### src/rtl/ps2_scan_rx_pkg.sv
// Shared PS/2 definitions: receiver FSM encoding and the scan-code prefix bytes
// reused by the keyboard decoders.
package ps2_scan_rx_pkg;

  typedef enum logic [1:0] {
    IDLE   = 2'd0,
    DATA   = 2'd1,
    PARITY = 2'd2,
    STOP   = 2'd3
  } ps2_fsm_e;

  localparam logic [7:0] PS2_EXT_CODE = 8'hE0;
  localparam logic [7:0] PS2_BRK_CODE = 8'hF0;

endpackage

### src/rtl/ps2_sync_edge.sv
// Brings the asynchronous PS/2 clock and data into the system domain and flags
// falling edges of the synchronized PS/2 clock.
module ps2_sync_edge (
  input  logic CLK_50M,
  input  logic RST_N,
  input  logic ps2k_clk,
  input  logic ps2k_data,
  output logic sync_data,
  output logic fall
);

  logic clk_p0, clk_p1, clk_p2;
  logic data_p0, data_p1;

  // Stage p0/p1: two-flop synchronizers; stage p2: delayed clock for edge detect.
  // Reset to 1 so a released bus does not look like a start edge.
  always_ff @(posedge CLK_50M) begin
    if (!RST_N) begin
      clk_p0  <= 1'b1;
      clk_p1  <= 1'b1;
      clk_p2  <= 1'b1;
      data_p0 <= 1'b1;
      data_p1 <= 1'b1;
    end else begin
      clk_p0  <= ps2k_clk;
      clk_p1  <= clk_p0;
      clk_p2  <= clk_p1;
      data_p0 <= ps2k_data;
      data_p1 <= data_p0;
    end
  end

  assign sync_data = data_p1;
  assign fall      = clk_p2 & ~clk_p1;

endmodule

### src/rtl/ps2_scan_rx.sv
// PS/2 keyboard receiver: deframes 11-bit frames, folds E0/F0 prefixes into
// ext/break flags and reports each completed scan code with a one-cycle pulse.
module ps2_scan_rx
  import ps2_scan_rx_pkg::*;
#(
  parameter int TIMEOUT_CYCLES = 5000
) (
  input  logic       CLK_50M,
  input  logic       RST_N,
  input  logic       ps2k_clk,
  input  logic       ps2k_data,
  output logic [7:0] ps2_byte,
  output logic       ps2_state,
  output logic       ps2_ext,
  output logic       ps2_break,
  output logic       ps2_err
);

  localparam int TMO_W = (TIMEOUT_CYCLES > 2) ? $clog2(TIMEOUT_CYCLES) : 1;
  localparam logic [TMO_W-1:0] TMO_LAST = TMO_W'(TIMEOUT_CYCLES - 1);

  logic             sync_data, fall;
  ps2_fsm_e         state, state_nxt;
  logic [2:0]       bit_cnt;
  logic [7:0]       shift;
  logic             par_ok;
  logic [TMO_W-1:0] tmo_cnt;
  logic             ext_flag, brk_flag;
  logic             tmo_hit, start_bit, shift_en, par_en, frame_end;
  logic             frame_good, frame_bad;

  ps2_sync_edge u_sync (
    .CLK_50M   (CLK_50M),
    .RST_N     (RST_N),
    .ps2k_clk  (ps2k_clk),
    .ps2k_data (ps2k_data),
    .sync_data (sync_data),
    .fall      (fall)
  );

  // A falling edge in the same cycle restarts the window instead of expiring it.
  assign tmo_hit = (state != IDLE) && !fall && (tmo_cnt == TMO_LAST);

  always_ff @(posedge CLK_50M) begin
    if (!RST_N) state <= IDLE;
    else        state <= state_nxt;
  end

  always_comb begin
    state_nxt = state;
    if (tmo_hit) begin
      state_nxt = IDLE;
    end else if (fall) begin
      case (state)
        IDLE:    if (!sync_data) state_nxt = DATA;
        DATA:    if (bit_cnt == 3'd7) state_nxt = PARITY;
        PARITY:  state_nxt = STOP;
        STOP:    state_nxt = IDLE;
        default: state_nxt = IDLE;
      endcase
    end
  end

  always_comb begin
    start_bit = 1'b0;
    shift_en  = 1'b0;
    par_en    = 1'b0;
    frame_end = 1'b0;
    if (fall) begin
      case (state)
        IDLE:    start_bit = ~sync_data;
        DATA:    shift_en  = 1'b1;
        PARITY:  par_en    = 1'b1;
        STOP:    frame_end = 1'b1;
        default: ;
      endcase
    end
  end

  assign frame_good = frame_end & par_ok & sync_data;
  assign frame_bad  = frame_end & ~(par_ok & sync_data);

  // Output stage: results register one cycle after the stop-bit edge.
  always_ff @(posedge CLK_50M) begin
    if (!RST_N) begin
      bit_cnt   <= 3'd0;
      shift     <= 8'h00;
      par_ok    <= 1'b0;
      tmo_cnt   <= '0;
      ext_flag  <= 1'b0;
      brk_flag  <= 1'b0;
      ps2_byte  <= 8'h00;
      ps2_ext   <= 1'b0;
      ps2_break <= 1'b0;
      ps2_state <= 1'b0;
      ps2_err   <= 1'b0;
    end else begin
      ps2_state <= 1'b0;
      ps2_err   <= tmo_hit | frame_bad;

      if (fall || state == IDLE || tmo_hit) tmo_cnt <= '0;
      else                                  tmo_cnt <= tmo_cnt + TMO_W'(1);

      if (start_bit) bit_cnt <= 3'd0;
      if (shift_en) begin
        shift   <= {sync_data, shift[7:1]};
        bit_cnt <= bit_cnt + 3'd1;
      end
      if (par_en) par_ok <= ^{shift, sync_data};

      if (tmo_hit || frame_bad) begin
        ext_flag <= 1'b0;
        brk_flag <= 1'b0;
        if (tmo_hit) shift <= 8'h00;
      end else if (frame_good) begin
        if (shift == PS2_EXT_CODE) begin
          ext_flag <= 1'b1;
        end else if (shift == PS2_BRK_CODE) begin
          brk_flag <= 1'b1;
        end else begin
          ps2_byte  <= shift;
          ps2_ext   <= ext_flag;
          ps2_break <= brk_flag;
          ps2_state <= 1'b1;
          ext_flag  <= 1'b0;
          brk_flag  <= 1'b0;
        end
      end
    end
  end

endmodule

### config.mk
export PLATFORM = sky130hd
export DESIGN_NAME = ps2_scan_rx
export DESIGN_NICKNAME = d
export VERILOG_FILES = /design/src/rtl/ps2_scan_rx_pkg.sv /design/src/rtl/ps2_sync_edge.sv /design/src/rtl/ps2_scan_rx.sv
export SDC_FILE = /design/constraint.sdc
export NUM_CORES = 1
export LEC_CHECK = 0
export BUFFER_PORTS_ARGS = -buffer_cell sky130_fd_sc_hd__buf_2
export CELL_PAD_IN_SITES_DETAIL_PLACEMENT = 0
export CELL_PAD_IN_SITES_GLOBAL_PLACEMENT = 1
export CORE_ASPECT_RATIO = 1.4
export CORE_UTILIZATION = 45
export CTS_CLUSTER_DIAMETER = 40
export CTS_CLUSTER_SIZE = 12
export DETAILED_ROUTE_END_ITERATION = 7
export PLACE_DENSITY_LB_ADDON = 0.1
export SYNTH_ARGS = -nofsm -noshare
export SYNTH_HDL_FRONTEND = slang
export SYNTH_SLANG_ARGS = --single-unit
### constraint.sdc
create_clock -name CLK_50M -period 2.3 [get_ports CLK_50M]
set_clock_uncertainty 0.05 [all_clocks]
set_input_delay 0 -clock CLK_50M [delete_from_list [all_inputs] [get_ports CLK_50M]]
set_output_delay 0 -clock CLK_50M [all_outputs]
set_load 0.05 [all_outputs]
# ---- Yosys cells after proc, flatten, opt, wreduce, memory -nomap -nowiden
# Index checks and enable logic that the tools add are counted.
dict set report op_classes {
  eq_ne 10
  n_addsub 2
  n_mux 20
  reduce_logical 18
  bitwise 14
}
# cell count
set op_table {}
lappend op_table {{two-way mux 8 bit} 3}
lappend op_table {{== test 8 bit, second input constant} 2}
lappend op_table {{adder 13 x 1 -> 13 bit, second input constant} 1}
lappend op_table {{== test 13 bit, second input constant} 1}
lappend op_table {{two-way mux 1 bit} 12}
lappend op_table {{parity 9 bit} 1}
lappend op_table {{NOT 1 bit} 8}
lappend op_table {{case mux 2 bit (4 select lines)} 1}
lappend op_table {{two-way mux 3 bit} 2}
lappend op_table {{!= test 2 bit, second input constant} 3}
lappend op_table {{OR reduction 2 bit} 3}
lappend op_table {{AND 1 bit} 5}
lappend op_table {{== test 2 bit, second input constant} 2}
lappend op_table {{two-way mux 2 bit} 2}
lappend op_table {{AND reduction 2 bit} 2}
lappend op_table {{AND reduction 4 bit} 1}
lappend op_table {{nonzero test 2 bit} 2}
lappend op_table {{OR reduction 4 bit} 1}
lappend op_table {{adder 3 x 1 -> 3 bit, second input constant} 1}
lappend op_table {{== test 3 bit, second input constant} 1}
lappend op_table {{logical OR 1 bit} 3}
lappend op_table {{AND reduction 3 bit} 1}
lappend op_table {{== test 2 x 1 -> 1 bit, second input constant} 1}
lappend op_table {{logical AND 1 bit} 2}
lappend op_table {{other kinds (3)} 3}
dict set report totals {
  ff_bits 46
}

# ---- Longest topological paths before layout
dict set report depth {
  depth_word 8
  ltp_mapped 6
}

# ---- Modules after synthesis
# Synthesis repeated with hierarchy kept, for this count alone.
dict set report unflattened {
  hier_cells 209
  hier_area_um2 1969.4
}
# module cells_each area_per_inst_um2 instances seq_area_each_um2
set by_module_without_submodules {}
lappend by_module_without_submodules {ps2_scan_rx 198 1831.8 1 820.8}
lappend by_module_without_submodules {ps2_sync_edge 11 137.6 1 100.1}

# ---- Least setup slack after synthesis
# No wires, ideal clock.
dict set report synth_path {
  kind {reg-to-reg}
  startpoint {reg tmo_cnt[0]}
  endpoint {reg state[1]}
  path_buffers 1
  path_stages_with_launch 7
  setup_slack_ns 0.723
  t_arrival_ns 1.412
  required_time_ns 2.136
  synth_period_minus_slack_ns 1.577
  cell_sequence {dfxtp_1 ha_1 and4_1 nand3_1 o31ai_4 buf_4 nor2_1}
}
dict set report synth_between {
  elab_chain_len 3
}
# element line
set synth_rtl {}
lappend synth_rtl {{start, declared} ps2_scan_rx.sv:27} ;# logic [TMO_W-1:0] tmo_cnt;
lappend synth_rtl {{start signal, assigned} ps2_scan_rx.sv:102} ;# else tmo_cnt <= tmo_cnt + TMO_W'(1);
lappend synth_rtl {{== test 13 bit} ps2_scan_rx.sv:42} ;# assign tmo_hit = (state != IDLE) && !fall && (tmo_cnt == TMO_LAST);
lappend synth_rtl {{logical AND 1 bit} ps2_scan_rx.sv:42}
lappend synth_rtl {{OR reduction 2 bit (no line)} -}
lappend synth_rtl {{end signal, assigned} ps2_scan_rx.sv:46} ;# else state <= state_nxt;
lappend synth_rtl {{end, declared} ps2_scan_rx.sv:23} ;# ps2_fsm_e state, state_nxt;
# Every way passes these cells.
# A chain may end at the register's enable or synchronous reset.

# ---- Worst setup path in the final report
dict set report layout_path {
  startpoint {reg tmo_cnt[0]}
  endpoint {reg ext_flag}
}
dict set report layout_between {
  elab_chain_len 4
}
# element line
set layout_rtl {}
lappend layout_rtl {{== test 13 bit} ps2_scan_rx.sv:42}
lappend layout_rtl {{logical AND 1 bit} ps2_scan_rx.sv:42}
lappend layout_rtl {{logical OR 1 bit} ps2_scan_rx.sv:111} ;# if (tmo_hit || frame_bad) begin
lappend layout_rtl {{OR reduction 2 bit (no line)} -}
lappend layout_rtl {{end signal, assigned} ps2_scan_rx.sv:112} ;# ext_flag <= 1'b0;
lappend layout_rtl {{end signal, assigned} ps2_scan_rx.sv:117} ;# ext_flag <= 1'b1;
lappend layout_rtl {{end signal, assigned} ps2_scan_rx.sv:125} ;# ext_flag <= 1'b0;
lappend layout_rtl {{end, declared} ps2_scan_rx.sv:28} ;# logic ext_flag, brk_flag;
# Every way passes these cells.

==> impl_summary.md <==
Setup path
The path type of the worst setup path is flip-flop to flip-flop. The endpoint of the worst-slack reg-to-reg timing path is ext_flag. The kind of start point of the critical path is a flip-flop. The slowest stage of the critical path belongs to the cell o31ai_4. The worst flop-to-flop path startpoint is tmo_cnt[0]. The worst reg-to-reg setup slack is 440 ps.

At the worst endpoint, the arrival time is 1960 ps. The signal on the critical path passes through ha_1 > and4_1 > nand3_1 > o31ai_4 > nor4_1. The largest fanout of any net on the critical path is 13.

STA puts the critical path data required time at 2400 ps. The nature of the critical path endpoint is a flip-flop. The longest individual stage delay on the worst path is 560 ps. The worst reg2reg path depth is 5.

Clock network
The H-tree depth reported by CTS is 2. After clock tree synthesis, the clock-pin slew on the worst setup and hold paths is 80 ps. The root buffer cell chosen for the clock tree is clkbuf_8. The clock passes through at most 2 buffers. CTS saw 46 sinks. Post-CTS timing repair inserted 0 buffers for setup. The worst-skew pair later-pin latency is 290 ps. The total CTS buffers is 5. TritonCTS built the clock tree.

Layout
Leaving out fill and tap cells, the most frequent cells in the layout are 46 x dfxtp_1, 22 x nand2_1, 20 x nor2_1. The multi-input combinational cells in the finished layout cover a total of 1020 um2. The most common cell after layout, fill and taps aside is dfxtp_1. The number of filler cells placed in the layout is 407. The final layout contains 237 nets. The area growth from synthesis to final layout is 12.4%. In the final layout, flip-flops and latches occupy 921 um2. The antenna diode count is 0. The fraction of layout instances using a drive strength above 1 is 0.133.

GRT
The first-pass GRT wire length is 6000 um. The maximum number of pins on one net before global-route repair is 25. For this run, the total global-route usage over all layers was measured as 0.168. The number of global-route vias before repair came to 1341. The initial antenna violation count is 0.

Summed over all layers, the global routing overflow is 0.

Timing
The final setup violation count is 0. The worst path needs 1860 ps of the cycle, external delays included. The number of max-slew violations in the final report is 0. Setup repair after global routing left no endpoint under its margin. The slack of the critical path is 443 ps. The total count of hold-check failures in the final report is 0. In the finished design, the share of the clock period the worst path needs comes to 0.807.

For the final routed database, the setup TNS stands at 0 ps. For this run, the top clock speed supported by timing is 539 MHz. At the pin with the least slew margin, the transition time is 565 ps. The tightest slew margin relative to the limit is 0.623.

Drt
For this block, the routed nets add up to 3550 um of wire. The first detailed-routing pass took 4 iterations. After the first detailed-routing iteration, the DRC count stood at 34. The per-cell via count in the routed design is 5.00.

The routed length per placed instance is 12.4 um. The number of nets with antenna violations after detailed routing is 0. The DRC violations left is 0. The via count is 1431.

Synthesis
The synthesized netlist net count is 218. The share of async-settable or async-resettable flops after synthesis is 0. For this run, the leading register cell type out of synthesis is dfxtp_1. Of the post-synthesis cell area, the dominant cell type holds 0.461.

Counting flops with a built-in enable in the synthesized netlist gives 0. The cell type contributing the most total cell area after synthesis is dfxtp_1. The synthesized netlist contains 37 unique library cells. During synthesis, Yosys emitted a total of 0 warnings. The synthesized area is 2000 um2. The number of synthesized register bits is 46. The cell count after synthesis is 206. The synthesized area per cell is 9.70 um2.

Of the synthesized area, sequential elements account for 0.461. Yosys attributes the largest share of cell area to dfxtp_1 46%, mux2i_1 6.0%, ha_1 5.0%.

Floorplan
The die covers 4710 um2. The number of placement rows is 28. The core outline area is 4240 um2.

The effective utilization at floorplan is 0.471. The die height is 80.8 um. The die is 58.3 um wide. Pin placement for this block handled 16 I/O pins.

Placed design
Prior to clock tree synthesis, the placed netlist has a worst setup slack of 438 ps. In this run the tool buffered the top-level ports with 15 buffer cells. The placed wire-length estimate is 2600 um.

Routability-driven placement finished with a final weighted congestion of 0.735.

Hold path
The destination of the worst hold path is u_sync.data_p0. The worst hold path passes through 2 cells. The hold path startpoint is RST_N. In this run the worst hold path is classified as input port to flip-flop.

Flow run
The count of max-cap constraint violations is 0.

Power and ir drop
The cell leakage power is 0.000804 uW. The power per standard cell area is 591 nW/um2. Across the VDD grid, the largest voltage drop is 0.262 mV.

Run status
The flow ran to the end, and the final reports show no timing, DRC or antenna violations.
==> power by group <==
part | total (uW) | switching [uW] | internal [uW]
clock network | 492 | 249 | 243
logic | 32.4 | 17.2 | 15.2
registers | 803 | 3.37 | 800
total | 1330 | 270 | 1060
==> logic make-up (layout without fill, tap and decap cells) <==
family | Yosys count | count (layout) | share of synthesized area
AND/OR/NAND/NOR | 94 | 94 | 0.252
flip-flops | 46 | 46 | 0.461
AO/OA/AOI/OAI | 18 | 18 | 0.0676
XOR/XNOR | 17 | 17 | 0.0814
multiplexers | 12 | 12 | 0.0601
buffers and inverters | 11 | 31 | 0.0282
adder cells (fa/ha/maj) | 8 | 8 | 0.0501
==> routing by layer <==
layer | vias to the layer above | GRT usage | share of wire
met5 | - | 0 | 0
met4 | 0 | 0.0571 | 0.0045
met3 | 2 | 0.0430 | 0.022
met2 | 19 | 0.315 | 0.54
met1 | 677 | 0.181 | 0.44
li1 | 733 | - | -
==> cells in the mapped netlist, drive strengths merged, types with 3 or more instances <==
library cell / instances
nor3: 6
and3: 3
xor2: 5
mux2i: 12
ha: 8
buf: 5
xnor2: 11
nand2b: 6
nand3: 9
nor2b: 15
inv: 4
nand4: 4
dfxtp: 46
nand2: 22
a21oi: 9
nor2: 20
nor4: 4
==> critical path, delay by kind of cell (launching register included) <==
kind | cells | cell delay [ps]
adder cells (fa/ha/maj) | 1 | 260
AND/OR/NAND/NOR | 3 | 460
AO/OA/AOI/OAI | 1 | 560
flip-flops | 1 | 400
==> sequential cells by signal, summed over array words and instances (netlist names), 2 cells and up <==
signal and flops:
tmo_cnt 13, bit_cnt 3, shift 8, ps2_byte 8
state 2
==> through the flow <==
step / hold slack (ps) / utilization / area, um2 / cells / total power, uW
global route: 79.5 / 0.530 / 2250 / 286 / 1380
global placement: 128 / 0.504 / 2130 / 276 / 852
detailed placement: 133 / 0.504 / 2130 / 276 / 853
floorplan: 23.0 / - / 2000 / 206 / 844
finish: 54.2 / 0.530 / 2250 / 286 / 1330
CTS: 60.6 / 0.530 / 2250 / 286 / 1350
==> how the worst max path moves through the flow <==
stage | depth (start not counted) | start | end | slack [ps]
after floorplan | 6 | tmo_cnt[0] | state[1] | 720
after global placement | 5 | tmo_cnt[0] | ext_flag | 500
after detailed placement | 5 | tmo_cnt[0] | ext_flag | 440
after CTS | 5 | tmo_cnt[0] | ext_flag | 430
after global routing | 5 | tmo_cnt[0] | ext_flag | 280
final | 5 | tmo_cnt[0] | ext_flag | 440
==> area by class of cell <==
class	count	share of cell area
Tap cell	60	0.0334
Inverter	4	0.00669
Multi-Input combinational cell	149	0.455
Clock inverter	1	0.00223
Timing Repair Buffer	19	0.0546
Clock buffer	7	0.0384
Sequential cell	46	0.410
==> what timing repair did <==
| item | in CTS | in global routing |
|---|---|---|
| gates resized for setup | 0 | 0 |
| endpoints found under the setup margin | 0 | 0 |
| hold buffers | 2 | 0 |
| hold endpoints to repair | 2 | 0 |
Note: power is estimated with default switching activity, not from simulation.
